`config.mk`:
```
export PLATFORM = sky130hd
export DESIGN_NAME = lane_permute_engine
export DESIGN_NICKNAME = d
export VERILOG_FILES = /design/src/rtl/lane_permute_pkg.sv /design/src/rtl/lane_permute_map.sv /design/src/rtl/lane_permute_engine.sv
export SDC_FILE = /design/constraint.sdc
export NUM_CORES = 1
export LEC_CHECK = 0
export CORE_ASPECT_RATIO = 1.5
export CORE_MARGIN = 1
export CORE_UTILIZATION = 48
export DETAILED_ROUTE_END_ITERATION = 6
export GPL_TIMING_DRIVEN = 0
export PLACE_DENSITY_LB_ADDON = 0.15
export SLEW_MARGIN = 20
export SYNTH_ARGS = -nofsm -noshare
export SYNTH_HDL_FRONTEND = slang
export SYNTH_SLANG_ARGS = --single-unit
```
`constraint.sdc`:
```
create_clock -name clk -period 4.48 [get_ports clk]
set_input_delay 1.344 -clock clk [delete_from_list [all_inputs] [get_ports clk]]
set_output_delay 1.344 -clock clk [all_outputs]
set_load 0.03 [all_outputs]
```
`src/rtl/lane_permute_pkg.sv`:
```
// Shared definitions for the lane permutation engine and its map block.
// Holds grid constants, the FSM state encoding and the lane routing function.
// Pure declarations: no latency, no flow control.
package lane_permute_pkg;

  localparam int GRID  = 5;
  localparam int LANES = GRID * GRID;

  typedef enum logic [1:0] {
    IDLE = 2'd0,
    RUN  = 2'd1,
    DONE = 2'd2
  } fsm_e;

  // Flat index of the lane that lane (a,b) lands on under the forward map.
  function automatic int dest_idx(input int a, input int b);
    return ((3 * a + 2 * b + 2) % GRID) * GRID + a;
  endfunction

endpackage

```
`src/rtl/lane_permute_map.sv`:
```
// One application of the pi-style lane permutation (forward or inverse).
// Latency: purely combinational.
// Backpressure: none; pure wiring plus a 2:1 select.
module lane_permute_map
  import lane_permute_pkg::*;
#(
  parameter int W = 1
) (
  input  logic [LANES*W-1:0] state_in,
  input  logic               mode,
  output logic [LANES*W-1:0] state_out
);

  logic [LANES*W-1:0] fwd;
  logic [LANES*W-1:0] inv;

  // Forward scatters lane (a,b) to its destination; inverse gathers from it.
  // The map is a bijection, so each half drives every lane exactly once.
  for (genvar a = 0; a < GRID; a++) begin : g_row
    for (genvar b = 0; b < GRID; b++) begin : g_col
      localparam int SRC = a * GRID + b;
      localparam int DST = dest_idx(a, b);
      assign fwd[DST*W +: W] = state_in[SRC*W +: W];
      assign inv[SRC*W +: W] = state_in[DST*W +: W];
    end
  end

  assign state_out = mode ? inv : fwd;

endmodule

```
`src/rtl/lane_permute_engine.sv`:
```
// Multi-round lane permutation engine: loads a 25-lane state, permutes it R times.
// Latency: R+1 cycles from accept to out_valid (1 cycle when R=0).
// Backpressure: result held in DONE until out_ready; no new job accepted until drained.
module lane_permute_engine
  import lane_permute_pkg::*;
#(
  parameter int W          = 1,
  parameter int MAX_ROUNDS = 24,
  parameter int RW         = $clog2(MAX_ROUNDS + 1)
) (
  input  logic                clk,
  input  logic                rst,
  input  logic                in_valid,
  output logic                in_ready,
  input  logic [LANES*W-1:0]  in_data,
  input  logic [RW-1:0]       in_rounds,
  input  logic                in_mode,
  output logic                out_valid,
  input  logic                out_ready,
  output logic [LANES*W-1:0]  out_data,
  output logic                busy
);

  localparam logic [RW-1:0] MAX_R = RW'(MAX_ROUNDS);

  fsm_e               fsm_q, fsm_d;
  logic [LANES*W-1:0] state_q, state_d;
  logic [RW-1:0]      cnt_q, cnt_d;
  logic               mode_q, mode_d;

  logic               accept;
  logic [RW-1:0]      rounds_clamped;
  logic [LANES*W-1:0] mapped;

  assign accept         = in_valid && in_ready;
  assign rounds_clamped = (in_rounds > MAX_R) ? MAX_R : in_rounds;

  lane_permute_map #(.W(W)) u_map (
    .state_in  (state_q),
    .mode      (mode_q),
    .state_out (mapped)
  );

  // Next-state logic: load on accept, permute once per RUN cycle, drain in DONE.
  always_comb begin
    fsm_d   = fsm_q;
    state_d = state_q;
    cnt_d   = cnt_q;
    mode_d  = mode_q;
    case (fsm_q)
      IDLE: begin
        if (accept) begin
          state_d = in_data;
          cnt_d   = rounds_clamped;
          mode_d  = in_mode;
          fsm_d   = (rounds_clamped == '0) ? DONE : RUN;
        end
      end
      RUN: begin
        state_d = mapped;
        cnt_d   = cnt_q - RW'(1);
        if (cnt_q == RW'(1)) begin
          fsm_d = DONE;
        end
      end
      DONE: begin
        if (out_ready) begin
          fsm_d = IDLE;
        end
      end
      default: fsm_d = IDLE;
    endcase
  end

  // State registers with synchronous reset; reset discards any in-flight job.
  always_ff @(posedge clk) begin
    if (rst) begin
      fsm_q   <= IDLE;
      state_q <= '0;
      cnt_q   <= '0;
      mode_q  <= 1'b0;
    end else begin
      fsm_q   <= fsm_d;
      state_q <= state_d;
      cnt_q   <= cnt_d;
      mode_q  <= mode_d;
    end
  end

  assign in_ready  = (fsm_q == IDLE);
  assign out_valid = (fsm_q == DONE);
  assign busy      = (fsm_q != IDLE);
  assign out_data  = state_q;

endmodule

```
After elaboration in Yosys (flattened, before gate mapping)

Cells that the tools add are included.

$add $sub $neg: 1
Order comparisons: 1
Equal/unequal tests: 6
Multiplexer cells: 11
Bitwise logic cells: 1
Reduce and logical (&&, ||, !) cells: 9

Operator list:

| kind                                                 | count |
|---|---|
| two-way mux 25 bit                                   | 2 |
| case mux 25 bit (2 select lines)                     | 1 |
| two-way mux 5 bit                                    | 2 |
| case mux 5 bit (2 select lines)                      | 1 |
| two-way mux 2 bit                                    | 4 |
| case mux 2 bit (3 select lines)                      | 1 |
| AND reduction 3 bit                                  | 2 |
| == test 5 x 1 -> 1 bit, second input constant        | 1 |
| greater-than comparator 5 bit, second input constant | 1 |
| logical NOT 5 bit                                    | 1 |
| subtractor 5 x 1 -> 5 bit, second input constant     | 1 |
| != test 2 x 1 -> 1 bit, second input constant        | 2 |
| AND reduction 2 bit                                  | 2 |
| nonzero test 2 bit                                   | 2 |
| == test 2 x 1 -> 1 bit, second input constant        | 1 |
| == test 2 bit, second input constant                 | 1 |
| logical NOT 2 bit                                    | 1 |
| != test 2 bit, second input constant                 | 1 |
| logical AND 1 bit                                    | 1 |
| NOT 1 bit                                            | 1 |

Register bits after elaboration: 33
Bits of input ports: 35
Output and inout port bits: 28
Logic and storage cells: 34

Longest topological paths before layout

Depth after elaboration: 6
Depth in mapped cells: 6
Mapped depth without buffers: 5

Cells and area by module

A second synthesis with hierarchy kept.

Cells, all modules: 227
Area, all modules: 2108.3 um^2

By module, submodules not included:

| module              | instances | cells an instance | area an instance (um^2) | sequential area each (um^2) |
|---|---|---|---|---|
| lane_permute_engine | 1         | 199               | 1704.1                  | 660.6 |
| lane_permute_map    | 1         | 28                | 404.1                   | 0.0 |

Least setup slack after synthesis

Ideal clock, no wire load.

Path type: register -> output
Start point: register fsm_q[0]
End point: output port busy
Arrival time: 1268 ps
Data required time: 3136 ps
Slack: 1868 ps
Cell stages (with the launch flop): 4
Path buffers: 1
Cell sequence: dfxtp_1 buf_2 nor2_1 inv_1

Longest elaborated chain between the ends: 1

Ends and longest elaborated chain:

| element                | RTL line                  | text |
|---|---|---|
| from (decl)            | lane_permute_engine.sv:26 | `fsm_e fsm_q, fsm_d;` |
| from (signal assigned) | lane_permute_engine.sv:83 | `fsm_q <= fsm_d;` |
| nonzero test 2 bit     | lane_permute_engine.sv:92 | `assign busy = (fsm_q != IDLE);` |
| to (decl)              | lane_permute_engine.sv:21 | `output logic busy` |

No other way between the ends.

Worst setup path in the final report

Ends and elaborated chain as after synthesis.

==> results.md <==
- Status: completed
- Pre-CTS setup slack: 1.58 ns
- Largest net degree at the start of global routing: 11
- Reg-to-reg slack, setup: 2.92 ns
- Area leader, netlist: dfxtp_1
- CTS tree: yes
- Postcts setup bufs: 0
- Global-route wire length before repair: 8.74 mm
- Min setup slack post-route: 1.43 ns
- Syn_nets: 238
- Predominant post-synthesis flop cell: dfxtp_1
- Top-area cell type share of the netlist area: 0.365
- Mapped Area: 0.00181 mm2
- Util after Layout: 0.698
- Iter 0 DRT Violations: 61
- Clk sinks: 33
- CP arrival: 1.71 ns
- Hold path cells: 2
- IO Count: 63
- Via count: 1890
- # diodes: 0
- Port bufs: 61
- Routing usage on met2: 0.482
- Period utilization: 0.681
- Count of flip-flops with a built-in enable after synthesis: 0
- Most common cell after layout, fill and taps aside: clkdlybuf4s50_1
- Area of the die: 0.00402 mm2
- LEAKAGE: 0.977 nW
- Die span in x: 52.1 um
- CTS Hold Buffers Added: 0
- Worst-skew pair later-pin latency: 0.29 ns
- Num rows: 27
- Worst r2r src: fsm_q[1]$_SDFFE_PP0P_
- Placeable core area: 0.00365 mm2
- Register area share after synthesis: 0.365
- Unrepaired setup endpoints after global routing: false
- H-tree Lvls: 2
- Fillers: 313
- Number of library cell types mapped by synthesis: 36
- FF-to-FF End: out_data[19]$_SDFFE_PP0P_
- Fin crit period: 3.05 ns
- Remaining global-route overflow: 0
- Num CTS Buffers: 5
- Wire per inst: 17.8 um
- Max-slew headroom: 0.574
- Cell count after synthesis: 201
- Power density cells: 433 mW/mm2
- Worst setup SP type: flop
- Worst Path Required: 3.14 ns
- Commonest non-fill, non-tap cells in the layout: clkdlybuf4s50_1 (61), dfxtp_1 (33), nor2_1 (31)
- Clock Skew: 0.00465 ns
- Fraction of layout cells with a size suffix above 1: 0.179
- CP Class: reg2out
- Hold endpoint: cnt_q[3]$_SDFFE_PP0P_
- Pins Over Slew Limit: 0
- Yosys warns: 0
- Root Buffer: clkbuf_8
- Post-synthesis register bit count: 33
- Drt first pass iters: 5
- Layout area overhead: 40.8%
- R2R depth: 6
- Clock tree buffer depth: 2
- Final RePlAce weighted congestion: 0.788
- Setup violators final: 0
- Initial Utilization: 0.496
- Slew @ Worst Pin: 0.637 ns
- Clk pin slew, worst setup/hold paths: 0.06 ns
- Hpwl dp: 3.96 mm
- Total Nets Final: 306
- CTS resizes: 0
- Die height: 77.2 um
- Tot GR Track Use: 0.296
- Post-route total power: 1.10 mW
- VDD IR-drop max: 0.266 mV
- Vias in the first global route: 1823
- GR Layer Usage met3: 0.0714
- GR Util met1: 0.330
- Area contributors post-synth: dfxtp_1 (37%), mux2_2 (15%), a221oi_1 (12%)
- ANT nets after route: 0
- Setup TNS: 0 ns
- Avg Cell Area, Syn: 8.99 um2
- Max Fanout on Critical Path: 10
- Initial antenna violation count: 0
- Final Hold Viols: 0
- Maxcap violations: 0
- Crit path capture type: primary output
- HP Start: cnt_q[3]$_SDFFE_PP0P_
- # DRC: 0
- Worst min path class: reg2reg
- Fmax: 328 MHz
- Async SR Flop Fraction: 0
- Busiest grt layer: met2
- Avg Vias per Cell: 6.08
- Routed Wire Length: 5.53 mm
==> power by group <==
group / internal, mW / switching, mW
Sequential: 0.344 / 0.0571
Clock: 0.102 / 0.108
Combinational: 0.226 / 0.265
Total: 0.672 / 0.429
==> critical path, cell delays in order, from the launching register on <==
cell	delay [ns]
dfxtp_1	0.38
buf_2	0.23
nor2_1	0.10
inv_1	0.06
clkdlybuf4s50_1	0.65
==> per-stage QoR <==
step,cell area (um2),instances,hold WS [ns]
after floorplan,1810,201,0.486
after global placement,2470,305,0.479
after detailed placement,2470,305,0.511
after CTS,2550,311,0.520
after global routing,2550,311,0.534
final,2550,311,0.519
==> Yosys cell counts (2+ instances only) <==
cell type  instances
buf_6              2
nand3b_1           2
nor3b_1            3
nor2_1            31
dfxtp_1           33
clkbuf_1           5
mux2i_1            2
nand3_1            2
a311oi_1           2
ha_1               2
o21a_1             2
buf_2             10
nor3_1            28
o21bai_1           2
buf_4              2
a211oi_1           2
nor2b_1            2
a221oi_1          24
inv_1              5
mux2_2            24
==> registers in the layout, summed over array words and instances, names as in the netlist <==
| register | flops |
|---|---|
| out_data | 25 |
| cnt_q | 5 |
| fsm_q | 2 |
| mode_q | 1 |
==> per-layer routing <==
layer | part of all wire | wire (um) | vias up
met5 | 0 | 0 | -
met4 | 0.039 | 213 | 0
met3 | 0.044 | 245 | 18
met2 | 0.53 | 2950 | 74
met1 | 0.38 | 2120 | 902
li1 | - | - | 896
==> final cells by class <==
type / count / area [um2] / share of cell area
clock buffer: 5 / 68.8 / 0.0270
clock inverter: 1 / 5.00 / 0.00197
buffer: 20 / 111 / 0.0437
inverter: 5 / 18.8 / 0.00737
tap: 43 / 53.8 / 0.0211
timing repair buffer: 61 / 611 / 0.240
sequential: 33 / 661 / 0.259
multi-input combinational: 143 / 1020 / 0.400
==> worst max path at each step <==
stage                           from                        end  slack [ns]  cells after the start
6_report       fsm_q[0]$_SDFFE_PP0P_                       busy        1.43                      4
5_1_grt        fsm_q[0]$_SDFFE_PP0P_                   in_ready        1.32                      3
4_1_cts        fsm_q[0]$_SDFFE_PP0P_                       busy        1.41                      4
3_5_place_dp                in_valid  out_data[12]$_SDFFE_PP0P_        1.58                      4
3_3_place_gp                in_valid  out_data[12]$_SDFFE_PP0P_        1.58                      4
2_1_floorplan  fsm_q[0]$_SDFFE_PP0P_                       busy        1.87                      3
==> cells by family (layout without fill, tap and decap cells) <==
group | Yosys count | count (layout) | synth area share
AOI/OAI and AO/OA | 41 | 41 | 0.190
adders and majority gates | 2 | 2 | 0.0138
buffers and inverters | 25 | 92 | 0.0720
DFF | 33 | 33 | 0.365
muxes | 26 | 26 | 0.161
and+or+nand+nor | 74 | 74 | 0.199
(Power assumes the default switching activity.)
